===== src/rtl/score_keeper_if.sv =====
// Judge/miss inputs and score/BCD outputs of the score keeper, grouped as one bus.
interface score_keeper_if;
    logic        clear;
    logic        judge_valid;
    logic [1:0]  score;
    logic        miss;
    logic [13:0] total;
    logic [7:0]  combo;
    logic [7:0]  max_combo;
    logic [15:0] bcd;
    logic        bcd_busy;

    modport master (
        output clear, judge_valid, score, miss,
        input  total, combo, max_combo, bcd, bcd_busy
    );

    modport slave (
        input  clear, judge_valid, score, miss,
        output total, combo, max_combo, bcd, bcd_busy
    );
endinterface


===== src/rtl/score_keeper.sv =====
// Rhythm-game score accumulator with combo tracking and an iterative
// double-dabble converter that feeds a four-digit BCD display.
module score_keeper (
    input  logic           i_clk,
    input  logic           i_rst_n,
    score_keeper_if.slave  io_bus
);
    typedef enum logic [1:0] {StIdle, StShift, StDone} state_e;

    localparam logic [13:0] MaxTotal = 14'd9999;

    logic [13:0] r_total;
    logic [7:0]  r_combo;
    logic [7:0]  r_max_combo;
    logic        r_chg;
    state_e      r_state;
    logic        r_pending;
    logic [13:0] r_bin;
    logic [15:0] r_work;
    logic [3:0]  r_cnt;
    logic [15:0] r_bcd;

    logic [2:0]  w_base;
    logic [3:0]  w_pts;
    logic [14:0] w_sum;
    logic [13:0] w_total_nx;
    logic [7:0]  w_combo_nx;
    state_e      w_state_nx;
    logic        w_start;
    logic [15:0] w_adj;

    always_comb begin
        w_base = 3'd0;
        case (io_bus.score)
            2'b11:        w_base = 3'd3;
            2'b10, 2'b01: w_base = 3'd1;
            default:      w_base = 3'd0;
        endcase
        w_pts      = (r_combo >= 8'd10) ? {w_base, 1'b0} : {1'b0, w_base};
        w_sum      = {1'b0, r_total} + {11'd0, w_pts};
        w_total_nx = r_total;
        if (io_bus.judge_valid) begin
            w_total_nx = (w_sum > {1'b0, MaxTotal}) ? MaxTotal : w_sum[13:0];
        end
        // A miss in the same cycle as a hit still breaks the combo.
        w_combo_nx = r_combo;
        if (io_bus.miss || (io_bus.judge_valid && io_bus.score == 2'b00)) begin
            w_combo_nx = 8'd0;
        end else if (io_bus.judge_valid && r_combo != 8'd255) begin
            w_combo_nx = r_combo + 8'd1;
        end
    end

    always_ff @(posedge i_clk or negedge i_rst_n) begin
        if (!i_rst_n) begin
            r_total     <= '0;
            r_combo     <= '0;
            r_max_combo <= '0;
            r_chg       <= 1'b0;
        end else if (io_bus.clear) begin
            r_total     <= '0;
            r_combo     <= '0;
            r_max_combo <= '0;
            r_chg       <= 1'b0;
        end else begin
            r_total <= w_total_nx;
            r_combo <= w_combo_nx;
            if (w_combo_nx > r_max_combo) r_max_combo <= w_combo_nx;
            r_chg <= (w_total_nx != r_total);
        end
    end

    always_comb begin
        w_state_nx = r_state;
        w_start    = 1'b0;
        case (r_state)
            StIdle: begin
                if (r_chg || r_pending) begin
                    w_state_nx = StShift;
                    w_start    = 1'b1;
                end
            end
            StShift: if (r_cnt == 4'd13) w_state_nx = StDone;
            StDone:  w_state_nx = StIdle;
            default: w_state_nx = StIdle;
        endcase
        w_adj = r_work;
        for (int i = 0; i < 4; i++) begin
            if (r_work[4*i +: 4] >= 4'd5) w_adj[4*i +: 4] = r_work[4*i +: 4] + 4'd3;
        end
    end

    always_ff @(posedge i_clk or negedge i_rst_n) begin
        if (!i_rst_n) begin
            r_state   <= StIdle;
            r_pending <= 1'b0;
            r_bin     <= '0;
            r_work    <= '0;
            r_cnt     <= '0;
            r_bcd     <= '0;
        end else if (io_bus.clear) begin
            r_state   <= StIdle;
            r_pending <= 1'b0;
            r_bin     <= '0;
            r_work    <= '0;
            r_cnt     <= '0;
            r_bcd     <= '0;
        end else begin
            r_state <= w_state_nx;
            if (w_start) begin
                // r_total already holds the latest value, so a pending change is absorbed here.
                r_bin     <= r_total;
                r_work    <= '0;
                r_cnt     <= '0;
                r_pending <= 1'b0;
            end else if (r_chg && r_state != StIdle) begin
                r_pending <= 1'b1;
            end
            if (r_state == StShift) begin
                r_work <= {w_adj[14:0], r_bin[13]};
                r_bin  <= {r_bin[12:0], 1'b0};
                r_cnt  <= r_cnt + 4'd1;
            end
            if (r_state == StDone) r_bcd <= r_work;
        end
    end

    assign io_bus.total     = r_total;
    assign io_bus.combo     = r_combo;
    assign io_bus.max_combo = r_max_combo;
    assign io_bus.bcd       = r_bcd;
    assign io_bus.bcd_busy  = (r_state != StIdle);
endmodule


===== src/flat_wrapper.sv =====
// flat-port wrapper written by rule: the top's interface ports become plain ports
module score_keeper_flat 
  (i_clk, i_rst_n, io_bus_clear, io_bus_judge_valid, io_bus_score, io_bus_miss, io_bus_total, io_bus_combo, io_bus_max_combo, io_bus_bcd, io_bus_bcd_busy);
  score_keeper_if io_bus_i ();
  input  logic i_clk;
  input  logic i_rst_n;
  input wire logic [$bits(io_bus_i.clear)-1:0] io_bus_clear;
  input wire logic [$bits(io_bus_i.judge_valid)-1:0] io_bus_judge_valid;
  input wire logic [$bits(io_bus_i.score)-1:0] io_bus_score;
  input wire logic [$bits(io_bus_i.miss)-1:0] io_bus_miss;
  output wire logic [$bits(io_bus_i.total)-1:0] io_bus_total;
  output wire logic [$bits(io_bus_i.combo)-1:0] io_bus_combo;
  output wire logic [$bits(io_bus_i.max_combo)-1:0] io_bus_max_combo;
  output wire logic [$bits(io_bus_i.bcd)-1:0] io_bus_bcd;
  output wire logic [$bits(io_bus_i.bcd_busy)-1:0] io_bus_bcd_busy;
  assign io_bus_i.clear = io_bus_clear;
  assign io_bus_i.judge_valid = io_bus_judge_valid;
  assign io_bus_i.score = io_bus_score;
  assign io_bus_i.miss = io_bus_miss;
  assign io_bus_total = io_bus_i.total;
  assign io_bus_combo = io_bus_i.combo;
  assign io_bus_max_combo = io_bus_i.max_combo;
  assign io_bus_bcd = io_bus_i.bcd;
  assign io_bus_bcd_busy = io_bus_i.bcd_busy;
  score_keeper u_core (.i_clk(i_clk), .i_rst_n(i_rst_n), .io_bus(io_bus_i));
endmodule

===== config.mk =====
export PLATFORM = sky130hd
export DESIGN_NAME = score_keeper_flat
export DESIGN_NICKNAME = d
export VERILOG_FILES = /design/src/rtl/score_keeper_if.sv /design/src/rtl/score_keeper.sv /design/src/flat_wrapper.sv
export SDC_FILE = /design/constraint.sdc
export NUM_CORES = 1
export LEC_CHECK = 0
export CORE_UTILIZATION = 50
export CTS_CLUSTER_SIZE = 14
export DETAILED_ROUTE_END_ITERATION = 8
export PLACE_DENSITY = 0.75
export RECOVER_POWER = 25
export REMOVE_ABC_BUFFERS = 1
export SYNTH_ARGS = -nofsm -noshare
export SYNTH_HDL_FRONTEND = slang
export SYNTH_SLANG_ARGS = --single-unit

===== constraint.sdc =====
create_clock -name i_clk -period 3.51 [get_ports i_clk]
set_input_delay 0.702 -clock i_clk [delete_from_list [all_inputs] [get_ports i_clk]]
set_output_delay 0.702 -clock i_clk [all_outputs]
set_load 0.05 [all_outputs]

Yosys cells after proc, flatten, opt, wreduce, memory -nomap -nowiden:

Cells that the tools add are included.
Widths: inputs -> output; s select.

* reduce and logical (&&, ||, !) cells: 14
* $lt $le $gt $ge: 7
* eq/ne operators: 10
* muxes and demuxes: 35
* add/sub/neg operators: 7

Operators with widths (number)
* $mux 14: 6
* $mux 16: 5
* $mux 8: 5
* $mux 4: 6
* $ge 4x3->1 const B: 4
* $add 14x4->15: 1
* $gt 15x14->1 const B: 1
* $ne 14x14->1: 1
* $add 4x2->4 const B: 3
* $add 8x1->8 const B: 1
* $ge 8x4->1 const B: 1
* $gt 8x8->1: 1
* $ne 8x8->1 const B: 1
* $pmux 2 s2: 2
* $eq 2x2->1 const B: 3
* $mux 1: 6
* $mux 2: 3
* $mux 3: 2
* $ne 3x2->1 const B: 2
* $reduce_bool 2->1: 3
* $reduce_bool 3->1: 2
* $add 4x1->4 const B: 1
* $eq 2x1->1 const B: 2
* $eq 4x4->1 const B: 1
* other kinds (6): 10

* register bits: 84

Longest topological paths before layout:

Gate-level depths: netlist of run 1.

* word-level depth: 10
* mapped depth: 17

Worst setup path before layout of run 1:

No wires, ideal clock.

* kind: reg2reg
* start point: register u_core.r_combo[0] (netlist: u_core.io_bus.combo[0])
* end point: register u_core.r_chg
* stages on the path, launching flop included: 16
* arrival time: 3896 ps
* library setup time: 150 ps
* buffers on the path: 2
* period minus slack after synthesis: 4045 ps
* data required time: 3360 ps
* setup slack: -535 ps
* cells stage by stage: dfrtp_1 -> inv_1 -> ha_1 -> o31ai_1 -> nand2_1 -> maj3_1 -> fa_1 -> buf_2 -> nor4b_1 -> and4_4 -> o31ai_2 -> a2111oi_2 -> a211oi_2 -> buf_6 -> o41ai_1 -> a311oi_2

* cells in the longest elaborated chain, start to end: 8

RTL lines
* start: declaration: RTL line score_keeper.sv:13 `logic [7:0] r_combo;`
* start signal: assignment: RTL line score_keeper.sv:67 `r_combo <= w_combo_nx;`
* $ge 8x4->1 (*): RTL line score_keeper.sv:39 `w_pts = (r_combo >= 8'd10) ? {w_base, 1'b0} : {1'b0, w_base};`
* $mux 3 (*): RTL line score_keeper.sv:39
* $add 14x4->15 (*): RTL line score_keeper.sv:40 `w_sum = {1'b0, r_total} + {11'd0, w_pts};`
* $gt 15x14->1: RTL line score_keeper.sv:43 `w_total_nx = (w_sum > {1'b0, MaxTotal}) ? MaxTotal : w_sum[13:0];`
* $mux 14 (*): RTL line score_keeper.sv:43
* $mux 14 (*): RTL line score_keeper.sv:42 `if (io_bus.judge_valid) begin`
* $ne 14x14->1 (*): RTL line score_keeper.sv:69 `r_chg <= (w_total_nx != r_total);`
* $mux 1 (*): RTL line score_keeper.sv:60 `end else if (io_bus.clear) begin`
* end signal: assignment: RTL line score_keeper.sv:69
* end: declaration: RTL line score_keeper.sv:15 `logic r_chg;`

Mark *: on every way between the ends. The rest lies on a longest branch, timed or not.
A chain may end at the register's enable or synchronous reset.

Worst setup path in the final report of run 1:

* start point: register u_core.r_combo[1] (netlist: u_core.io_bus.combo[1])
* end point: register u_core.r_chg

Same word-level chain as after synthesis.

==> results of run 1 <==
[placed cells by master (no fill, tap or decap), types with 4 or more instances in the layout]
| cell | instances |
|---|---|
| a311oi_1 | 11 |
| clkdlybuf4s50_1 | 51 |
| xnor2_1 | 10 |
| nand2b_1 | 11 |
| and3_1 | 4 |
| a21o_1 | 5 |
| buf_6 | 5 |
| o21ai_0 | 32 |
| nand2_1 | 89 |
| a22oi_2 | 4 |
| nand4_1 | 9 |
| dfrtp_1 | 84 |
| a21oi_2 | 5 |
| inv_1 | 24 |
| o21a_1 | 4 |
| mux2i_1 | 8 |
| clkbuf_8 | 12 |
| ha_1 | 19 |
| nor3_1 | 12 |
| buf_4 | 49 |
| a21oi_1 | 39 |
| nand3_1 | 19 |
| xor2_1 | 7 |
| nor2_1 | 70 |
| a211oi_1 | 8 |
| o31ai_1 | 4 |
[power breakdown]
part	total (uW)	switching (uW)	leakage (uW)	internal [uW]
logic	312	191	0.00138	121
clock network	766	374	0.000109	391
registers	1020	27.1	0.00116	997
total	2100	592	0.00265	1510
[through the flow]
step | total power [uW] | utilization [%] | worst slack, ps
floorplan | 1200 | - | -1050
global placement | 1330 | 60.0 | -558
detailed placement | 1340 | 60.0 | -630
CTS | 2100 | 62.9 | -130
global route | 2190 | 64.5 | -407
finish | 2100 | 64.5 | -244
[worst reg2reg max path: cells and delay by family, from the launching register on]
| family | cells | cell delay (ps) |
|---|---|---|
| adder cells (fa/ha/maj) | 3 | 1020 |
| buffers and inverters | 2 | 360 |
| XOR/XNOR | 1 | 150 |
| flip-flops | 1 | 410 |
| AO/OA/AOI/OAI | 7 | 1410 |
| AND/OR/NAND/NOR | 2 | 280 |
[state kept, by name, indices dropped and copies added (netlist names)]
name,count
u_core.io_bus.combo,8
u_core.r_state,2
u_core.io_bus.total,14
u_core.io_bus.bcd,16
u_core.r_cnt,4
u_core.r_work,16
u_core.r_chg,1
u_core.r_bin,14
u_core.io_bus.max_combo,8
u_core.r_pending,1
[cell type report]
class,count,area [um2]
Sequential cell,84,2100
Fill cell,830,3460
Inverter,24,90.1
Clock buffer,12,165
Timing Repair Buffer,108,948
Multi-Input combinational cell,431,2750
Tap cell,133,166
Clock inverter,4,55.1
[worst max-delay path by stage]
stage | from | to | slack [ps]
after CTS | u_core.io_bus.combo[0]$_DFF_PN0_ | u_core.r_chg$_DFF_PN0_ | -130
after floorplan | u_core.io_bus.combo[0]$_DFF_PN0_ | u_core.r_chg$_DFF_PN0_ | -1050
after detailed placement | io_bus_score[1] | u_core.r_chg$_DFF_PN0_ | -630
after global placement | io_bus_score[1] | u_core.r_chg$_DFF_PN0_ | -560
final | u_core.io_bus.combo[1]$_DFF_PN0_ | u_core.r_chg$_DFF_PN0_ | -240
after global routing | u_core.io_bus.combo[1]$_DFF_PN0_ | u_core.r_chg$_DFF_PN0_ | -410
[metal layers]
layer  global-route usage (%)  vias to the layer above  wire, um
li1                         -                     2178         -
met3                     4.65                       24       641
met1                     34.4                     2218      5640
met2                     40.7                      124      5990
met4                     8.68                        0       220
met5                        0                        -         0
[logic make-up (layout without fill, tap and decap cells)]
logic type      Yosys count  count (layout)
mux                      10              10
xor+xnor                 17              17
compound gates          141             141
fa+ha+maj                25              25
simple gates            238             238
flops                    84              84
buf+inv                  64             148
[repair_timing]
item | in CTS | in global routing
cloned | 1 | 0
buffers inserted | 3 | 4
pin swaps | 4 | 19
endpoints found under the setup margin | 13 | 13
resized for setup | 10 | 24
==> qor.csv, run 1 <==
metric;value;unit
worst-margin pin slew;2080;ps
commonest cells in the netlist;nand2_1, dfrtp_1, nor2_1;
Worst path depth;15;
Syn Inst Count;579;
final hold vios;0;
root buffer cell;clkbuf_8;
Hold-fix buffers, CTS;0;
failing checks;max-capacitance violations, max-slew violations, negative setup slack;
final cell count without fillers;796;
Yosys warnings;0;
count leader, synth;nand2_1;
initial core utilization;51.2;%
Antenna diodes;0;
endpoints failing setup;12;
CP Launch Type;flip-flop;
Slew Viols, Final;85;
Slew headroom;-38.7;%
synth top area cells;dfrtp_1, nand2_1, ha_1;
Max Fclk;0.266;GHz
final worst path period need;3750;ps
DRT Pass-1 Iters;5;
mux share of post-synthesis cell area;2.06;%
worst path bufs/invs;2;
CP cell instances;ha_2, o31ai_2, nand2_1, maj3_2, fa_2, buf_6, a21o_1, nand4_1, xnor2_1, a2111oi_2, a211oi_2, buf_4, a21oi_2, a2111oi_2, a311oi_2;
Antenna Violating Nets Remaining;0;
worst setup margin;-244;ps
cell row count;36;
Die Width;102;um
share of cells above drive strength 1;16.7;%
R2R depth;15;
post-DP HPWL;8380;um
Post-Route WL;12500;um
antenna violations before repair;0;
mapped cell area;4980;um2
simple-gate share of the synthesized area;21.7;%
largest net degree at the start of global routing;85;
Worst EP arrival;3990;ps
fin area;6270;um2
Synth Area per Inst;8.60;um2
Synth area leader;dfrtp_1;
GRT Residual Overflow;0;
# IOs;54;
hold path start;u_core.r_cnt[2]$_DFFE_PN0P_;
Max Fanout on Critical Path;5;
H-tree levels;3;
PwrDens;335;nW/um2
Synth cell types;64;
asr flop ratio synth;100;%
r2r endpoint;u_core.r_chg$_DFF_PN0_;
DRC violations left;0;
Largest stage delay, worst path;430;ps
CP required;3750;ps
I/O Buffers;53;
WHS Path Cells;1;
Total GRT Usage;25.3;%
Max VDD drop;0.194;mV
reg2reg start;u_core.io_bus.combo[1]$_DFF_PN0_;
final worst-path cycle share;107;%
number of synthesized flops with an enable pin;0;
ys flop type;dfrtp_1;
Clock Tree Buf Depth;2;
clk sinks;84;
die area;10400;um2
number of global-route vias before repair;4217;
Iteration-0 DRC Markers;219;
CTS tree;done;
WS Path Type;reg2reg;
worst skew pair latency;370;ps
Yosys top cell area share;42.2;%
largest family of logic cells by synthesized area;simple AND/OR/NAND/NOR gates;
RSZ-0062 raised after global routing;true;
most frequent cell on the critical path;a2111oi_2;
Layout Skew;8.36;ps
XOR/XNOR Fraction of Synth Area;2.99;%
Pleak;0.00265;uW
register bit total from synthesis;84;
Adder-Cell Fraction of Synth Area;6.38;%
Max Cap Viol;1;
post-synthesis sequential area ratio;42.2;%
Die H;102;um
gpl congestion;0.954;
placed inst area;5840;um2
CTS Buf Count;9;
worst hold slack;512;ps
Crit-path slowest cell;fa_2;
hold worst-path end;u_core.r_cnt[2]$_DFFE_PN0P_;
setup tns final;-1810;ps
Area growth, synth to finish;25.9;%
critical path's top delay family;compound AO/OA/AOI/OAI gates;
first-pass GRT wire length;20400;um
placed cells;772;
Reg2Reg Setup Slack;-240;ps
vias per cell;5.71;
Clock Pin Slew Worst Setup and Hold Paths;90;ps
Synth Area in Compound Gates;19.2;%
core area;9730;um2
fin nets;689;
Worst setup EP type;flip-flop;
HP Class;reg2reg;
DR WL/cell;15.7;um
status;finished, violations left;
via count;4544;
No activity file was read; power rests on OpenSTA's default activity.
==> run 2, diff against run 1 <==
--- a/config.mk
+++ b/config.mk
@@ -5,6 +5,7 @@
 export SDC_FILE = /design/constraint.sdc
 export NUM_CORES = 1
 export LEC_CHECK = 0
+export CORE_MARGIN = 4
 export CORE_UTILIZATION = 50
 export CTS_CLUSTER_SIZE = 14
 export DETAILED_ROUTE_END_ITERATION = 8
==> run 2 against run 1 <==
Worst setup slack gained 26 ps. The flow still finishes with violations (max-capacitance violations, max-slew violations, negative setup slack). Non-clock buffer count grew 11. Largest power group unchanged. Maximum frequency grew 0.71%. Sequential cell count is the same.
==> qor.csv, run 2 (same netlist as run 1, synthesis figures left out) <==
metric;value;unit;change
status;finished, violations left;;unchanged
failing checks;max-capacitance violations, max-slew violations, negative setup slack;;unchanged
Antenna Violating Nets Remaining;0;;unchanged
largest net degree at the start of global routing;85;;unchanged
Max VDD drop;0.162;mV;was 0.194 mV
most frequent cells in the layout;nand2_1, dfrtp_1, nor2_1;;unchanged
WHS Path Cells;2;;was 1
CP Launch Type;flip-flop;;unchanged
Iteration-0 DRC Markers;278;;was 219
DRC violations left;0;;unchanged
RSZ-0062 raised after global routing;true;;unchanged
I/O Buffers;53;;unchanged
Pint;1480;uW;was 1510 uW
HP Class;reg2reg;;unchanged
Pleak;0.00276;uW;was 0.00265 uW
GRT Residual Overflow;0;;unchanged
Slew headroom;-38.4;%;was -38.7%
core area;9730;um2;unchanged
initial core utilization;51.2;%;unchanged
hold worst-path end;u_core.io_bus.bcd[15]$_DFFE_PN0P_;;was u_core.r_cnt[2]$_DFFE_PN0P_
root buffer cell;clkbuf_8;;unchanged
number of global-route vias before repair;4447;;was 4,217
die area;11600;um2;was 10,400 um2
Seq pwr share;49.6;%;was 48.8%
Reg2Reg Setup Slack;-220;ps;was -240 ps
hold path start;u_core.io_bus.bcd[15]$_DFFE_PN0P_;;was u_core.r_cnt[2]$_DFFE_PN0P_
worst setup margin;-217;ps;was -244 ps
vias per cell;5.67;;was 5.71
Die H;108;um;was 102 um
Layout Skew;16.2;ps;was 8.36 ps
WS Path Type;reg2reg;;unchanged
Switching Fraction;28.2;%;about the same
Max Fclk;0.268;GHz;was 0.266 GHz
DRT Pass-1 Iters;5;;unchanged
CTS Buf Count;9;;unchanged
Total GRT Usage;22.8;%;was 25.3%
H-tree levels;3;;unchanged
Clock Tree Buf Depth;2;;unchanged
Slew Viols, Final;85;;unchanged
final worst-path cycle share;106;%;was 107%
CP required;3750;ps;about the same
leading cell type in the layout, fill and taps excluded;nand2_1;;unchanged
Comb pwr share;16.2;%;was 14.8%
Post-Route WL;12900;um;was 12,500 um
fin nets;700;;was 689
fin util;66.6;%;was 64.5%
worst-margin pin slew;2080;ps;about the same
Max Cap Viol;1;;unchanged
antenna violations before repair;1;;was 0
Antenna diodes;0;;unchanged
Psw;583;uW;was 592 uW
Die Width;108;um;was 102 um
R2R depth;15;;unchanged
clock share of power;34.1;%;was 36.4%
Filler Cells Inserted;799;;was 830
final worst path period need;3730;ps;was 3750 ps
post-DP HPWL;8640;um;was 8380 um
cell row count;36;;unchanged
Worst EP arrival;3970;ps;was 3990 ps
reg2reg start;u_core.io_bus.combo[1]$_DFF_PN0_;;unchanged
Max Fanout on Critical Path;5;;unchanged
Clock Pin Slew Worst Setup and Hold Paths;90;ps;about the same
Area growth, synth to finish;30.1;%;was 25.9%
r2r endpoint;u_core.r_chg$_DFF_PN0_;;unchanged
worst skew pair latency;350;ps;was 370 ps
first-pass GRT wire length;21300;um;was 20,400 um
gpl congestion;0.877;;was 0.954
via count;4572;;was 4,544
clk sinks;84;;unchanged
# IOs;54;;unchanged
PwrDens;318;nW/um2;was 335 nW/um2
DR WL/cell;16.0;um;was 15.7 um
final hold vios;0;;unchanged
pre-CTS WS;-615;ps;was -630 ps
share of cells above drive strength 1;19.0;%;was 16.7%
Worst setup EP type;flip-flop;;unchanged
endpoints failing setup;12;;unchanged
CTS tree;done;;unchanged
## run 2: how the worst max path moves through the flow
stage | startpoint | to | slack [ps] | depth (start not counted)
2_1_floorplan | u_core.io_bus.combo[0]$_DFF_PN0_ | u_core.r_chg$_DFF_PN0_ | -1050 | 14
3_3_place_gp | io_bus_score[1] | u_core.r_chg$_DFF_PN0_ | -530 | 12
3_5_place_dp | io_bus_score[1] | u_core.r_chg$_DFF_PN0_ | -620 | 12
4_1_cts | u_core.io_bus.combo[1]$_DFF_PN0_ | u_core.r_chg$_DFF_PN0_ | -160 | 16
5_1_grt | u_core.io_bus.combo[1]$_DFF_PN0_ | u_core.r_chg$_DFF_PN0_ | -290 | 16
6_report | u_core.io_bus.combo[1]$_DFF_PN0_ | u_core.r_chg$_DFF_PN0_ | -220 | 15
## run 2: critical path, cell delays in order (launching register included)
cell and delay, ps:
dfrtp_1 430, buf_6 140, o31ai_4 220, nand2_2 110, buf_6 140, maj3_2 340
fa_2 440, nor4b_2 280, and4_4 270, o31ai_4 70, a2111oi_2 250, a211oi_2 140
buf_4 180, a21oi_1 250, a2111oi_4 80, a311oi_2 280
## run 2: repair_timing
| item | CTS | global route |
|---|---|---|
| hold buffers | 0 | 0 |
| gates resized for setup | 34 | 26 |
| gates cloned | 1 | 0 |
| setup buffers | 14 | 4 |
| pin swaps | 22 | 18 |
| setup endpoints to repair | 14 | 22 |
## run 2: final cells by class
cell class / instances / area, um2 / area share [%]
clock buffer: 11 / 141 / 2.18
clock inverter: 5 / 57.6 / 0.888
sequential: 84 / 2100 / 32.4
multi-input combinational: 431 / 2880 / 44.4
timing repair buffer: 119 / 1050 / 16.1
inverter: 24 / 90.1 / 1.39
tap: 133 / 166 / 2.57
## run 2: power groups by stage
stage                     Sequential [uW]  Combinational [uW]  Clock, uW
after CTS                            1020                 319        723
after global routing                 1030                 368        763
after global placement               1040                 289          0
final                                1020                 335        704
after detailed placement             1040                 296          0
after floorplan                      1050                 151          0
## run 2: metrics by stage
| stage | instance area, um2 | std cells | power [uW] | hold slack, ps | TNS (ps) |
|---|---|---|---|---|---|
| final | 6480 | 807 | 2060 | 523 | -762 |
| after global routing | 6480 | 807 | 2160 | 541 | -1900 |
| after CTS | 6350 | 806 | 2070 | 523 | -408 |
| after detailed placement | 5860 | 775 | 1340 | 508 | -5950 |
| after global placement | 5860 | 775 | 1330 | 497 | -4850 |
| after floorplan | 4800 | 539 | 1200 | 406 | -8240 |
## run 2: per-layer routing
metal | GRT usage, % | vias to the layer above | wire length (um)
li1 | - | 2204 | -
met1 | 30.7 | 2215 | 5870
met2 | 36.5 | 131 | 6190
met3 | 3.78 | 20 | 661
met4 | 9.47 | 2 | 179
met5 | 0 | - | 12
==> run 3, diff against run 2 <==
--- a/config.mk
+++ b/config.mk
@@ -7,6 +7,7 @@
 export LEC_CHECK = 0
 export CORE_MARGIN = 4
 export CORE_UTILIZATION = 50
+export CTS_CLUSTER_DIAMETER = 150
 export CTS_CLUSTER_SIZE = 14
 export DETAILED_ROUTE_END_ITERATION = 8
 export PLACE_DENSITY = 0.75
==> constraint.sdc (replaced) <==
create_clock -name i_clk -period 3.37 [get_ports i_clk]
set_input_delay 0.674 -clock i_clk [delete_from_list [all_inputs] [get_ports i_clk]]
set_output_delay 0.674 -clock i_clk [all_outputs]
set_load 0.05 [all_outputs]
==> run 3 against run 2 <==
Largest cell class unchanged. Clock power is 18% higher. Count of clock-buffer cells in the layout stayed put. Final cell count is 0.25% higher. Worst setup slack worse by 17 ps. Non-clock buffer count is 2 higher. Sequential share of layout area hardly changed. The flow still finishes with violations (max-capacitance violations, max-slew violations, negative setup slack). Highest routed layer is now met4. Total power is 9.0% higher. Sequential power is 5% higher. Global-route usage is 0.10 points higher. Maximum frequency is 3.4% higher. Sequential cell count stayed put. Clock skew is 0.89 ps lower.
==> qor.csv, run 3 (same netlist as run 1, synthesis figures left out) <==
metric;value;unit;change
Max Fanout on Critical Path;4;;was 5
fin util;66.6;%;about the same
r2r endpoint;u_core.r_chg$_DFF_PN0_;;unchanged
RSZ-0062 raised after global routing;true;;unchanged
die area;11600;um2;unchanged
DRC violations left;0;;unchanged
Worst setup startpoint;u_core.io_bus.combo[0]$_DFF_PN0_;;was u_core.io_bus.combo[1]$_DFF_PN0_
placed cells;780;;was 775
Worst setup EP type;flip-flop;;unchanged
Worst EP arrival;3860;ps;was 3970 ps
placed inst area;5900;um2;was 5860 um2
Antenna diodes;0;;unchanged
Antenna Violating Nets Remaining;0;;unchanged
met1 Track Usage GR;31.0;%;was 30.7%
via count;4587;;was 4,572
failing checks;max-capacitance violations, max-slew violations, negative setup slack;;unchanged
M3 GR Usage;3.18;%;was 3.78%
HP Class;reg2reg;;unchanged
worst hold slack;521;ps;was 523 ps
GRT Residual Overflow;0;;unchanged
Die H;108;um;unchanged
antenna violations before repair;0;;was 1
root buffer cell;clkbuf_8;;unchanged
Area growth, synth to finish;30.1;%;about the same
Max Fclk;0.277;GHz;was 0.268 GHz
area of the multi-input gates;2810;um2;was 2880 um2
worst-margin pin slew;2140;ps;was 2080 ps
reg2reg start;u_core.io_bus.combo[0]$_DFF_PN0_;;was u_core.io_bus.combo[1]$_DFF_PN0_
Worst Setup EP;u_core.r_chg$_DFF_PN0_;;unchanged
worst skew pair latency;360;ps;was 350 ps
DR WL/cell;16.0;um;about the same
largest net degree at the start of global routing;85;;unchanged
vias per cell;5.67;;about the same
final worst-path cycle share;107;%;was 106%
Filler Cells Inserted;801;;was 799
PwrDens;347;nW/um2;was 318 nW/um2
DRT Pass-1 Iters;5;;unchanged
GRT busiest layer;met2;;unchanged
Hold-fix buffers, CTS;0;;unchanged
initial core utilization;51.2;%;unchanged
gpl congestion;0.871;;was 0.877
number of global-route vias before repair;4509;;was 4,447
met2 Use GR;37.6;%;was 36.5%
share of cells above drive strength 1;19.4;%;was 19.0%
WS Path Type;reg2reg;;unchanged
final worst path period need;3600;ps;was 3730 ps
cell row count;36;;unchanged
total power;2250;uW;was 2060 uW
Max VDD drop;0.167;mV;was 0.162 mV
status;finished, violations left;;unchanged
final hold vios;0;;unchanged
CP Launch Type;flip-flop;;unchanged
CTS Buf Count;9;;unchanged
Clock Pin Slew Worst Setup and Hold Paths;90;ps;about the same
Reg2Reg Setup Slack;-230;ps;was -220 ps
leading cell type in the layout, fill and taps excluded;nand2_1;;unchanged
Slew Viols, Final;85;;unchanged
R2R depth;16;;was 15
Post-Route WL;13000;um;was 12,900 um
H-tree levels;3;;unchanged
# IOs;54;;unchanged
Slew headroom;-42.5;%;was -38.4%
register area;2100;um2;unchanged
I/O Buffers;53;;unchanged
Max Cap Viol;1;;unchanged
Die Width;108;um;unchanged
worst setup margin;-234;ps;was -217 ps
fin area;6480;um2;about the same
clk sinks;84;;unchanged
Clock Tree Buf Depth;2;;unchanged
Layout Skew;15.3;ps;was 16.2 ps
CTS tree;done;;unchanged
post-DP HPWL;8630;um;was 8640 um
Pleak;0.00277;uW;was 0.00276 uW
endpoints failing setup;13;;was 12
fin nets;702;;was 700
core area;9730;um2;unchanged
CP required;3630;ps;was 3750 ps
most frequent cells in the layout;nand2_1, dfrtp_1, nor2_1;;unchanged
Total GRT Usage;22.9;%;was 22.8%
first-pass GRT wire length;21500;um;was 21,300 um
final cell count without fillers;809;;was 807
Iteration-0 DRC Markers;346;;was 278
-- run 3: per-layer routing --
metal / vias to the layer above / share of wire [%]
li1: 2208 / -
met5: - / 0
met2: 132 / 49
met4: 0 / 1.9
met3: 28 / 4.3
met1: 2219 / 45
-- run 3: cell type report --
cell class	instances	share of cell area [%]
inverter	24	1.39
clock buffer	11	2.34
sequential	84	32.4
tap	133	2.57
multi-input combinational	431	43.4
clock inverter	5	1.27
timing repair buffer	121	16.6
-- run 3: through the flow --
stage / TNS, ps / setup slack [ps]
after floorplan: -10200 / -1190
after global routing: -4110 / -410
after global placement: -7140 / -621
after CTS: -224 / -162
final: -1300 / -234
after detailed placement: -9020 / -755
-- run 3: how the worst min path moves through the flow --
| stage | from | end | slack, ps | cells after the start |
|---|---|---|---|---|
| 2_1_floorplan | i_rst_n | u_core.io_bus.bcd[0]$_DFFE_PN0P_ | 380 | 0 |
| 3_3_place_gp | u_core.r_cnt[2]$_DFFE_PN0P_ | u_core.r_cnt[2]$_DFFE_PN0P_ | 500 | 1 |
| 3_5_place_dp | u_core.io_bus.bcd[9]$_DFFE_PN0P_ | u_core.io_bus.bcd[9]$_DFFE_PN0P_ | 510 | 2 |
| 4_1_cts | u_core.io_bus.bcd[9]$_DFFE_PN0P_ | u_core.io_bus.bcd[9]$_DFFE_PN0P_ | 530 | 2 |
| 5_1_grt | u_core.io_bus.bcd[9]$_DFFE_PN0P_ | u_core.io_bus.bcd[9]$_DFFE_PN0P_ | 550 | 2 |
| 6_report | u_core.io_bus.bcd[7]$_DFFE_PN0P_ | u_core.io_bus.bcd[7]$_DFFE_PN0P_ | 520 | 2 |
-- run 3: power breakdown --
part / leakage, uW / switching (uW) / internal (uW)
sequential: 0.00116 / 27.5 / 1040
clock: 0.000120 / 373 / 461
combinational: 0.00150 / 211 / 139
-- run 3: critical path: stages (launching register included) --
cell	delay [ps]
dfrtp_1	380
inv_2	50
ha_2	180
o31ai_2	170
nand2_1	150
maj3_2	380
fa_2	420
nor4b_2	290
and4_4	280
o31ai_4	70
a2111oi_2	260
a211oi_2	140
buf_4	180
buf_4	140
o211ai_1	100
o41ai_2	110
a311oi_2	200
-- run 3: repair_timing --
action	CTS	global route
gates cloned	1	0
setup endpoints to repair	14	22
pin swaps	15	22
resized for setup	33	20
setup buffers	4	9
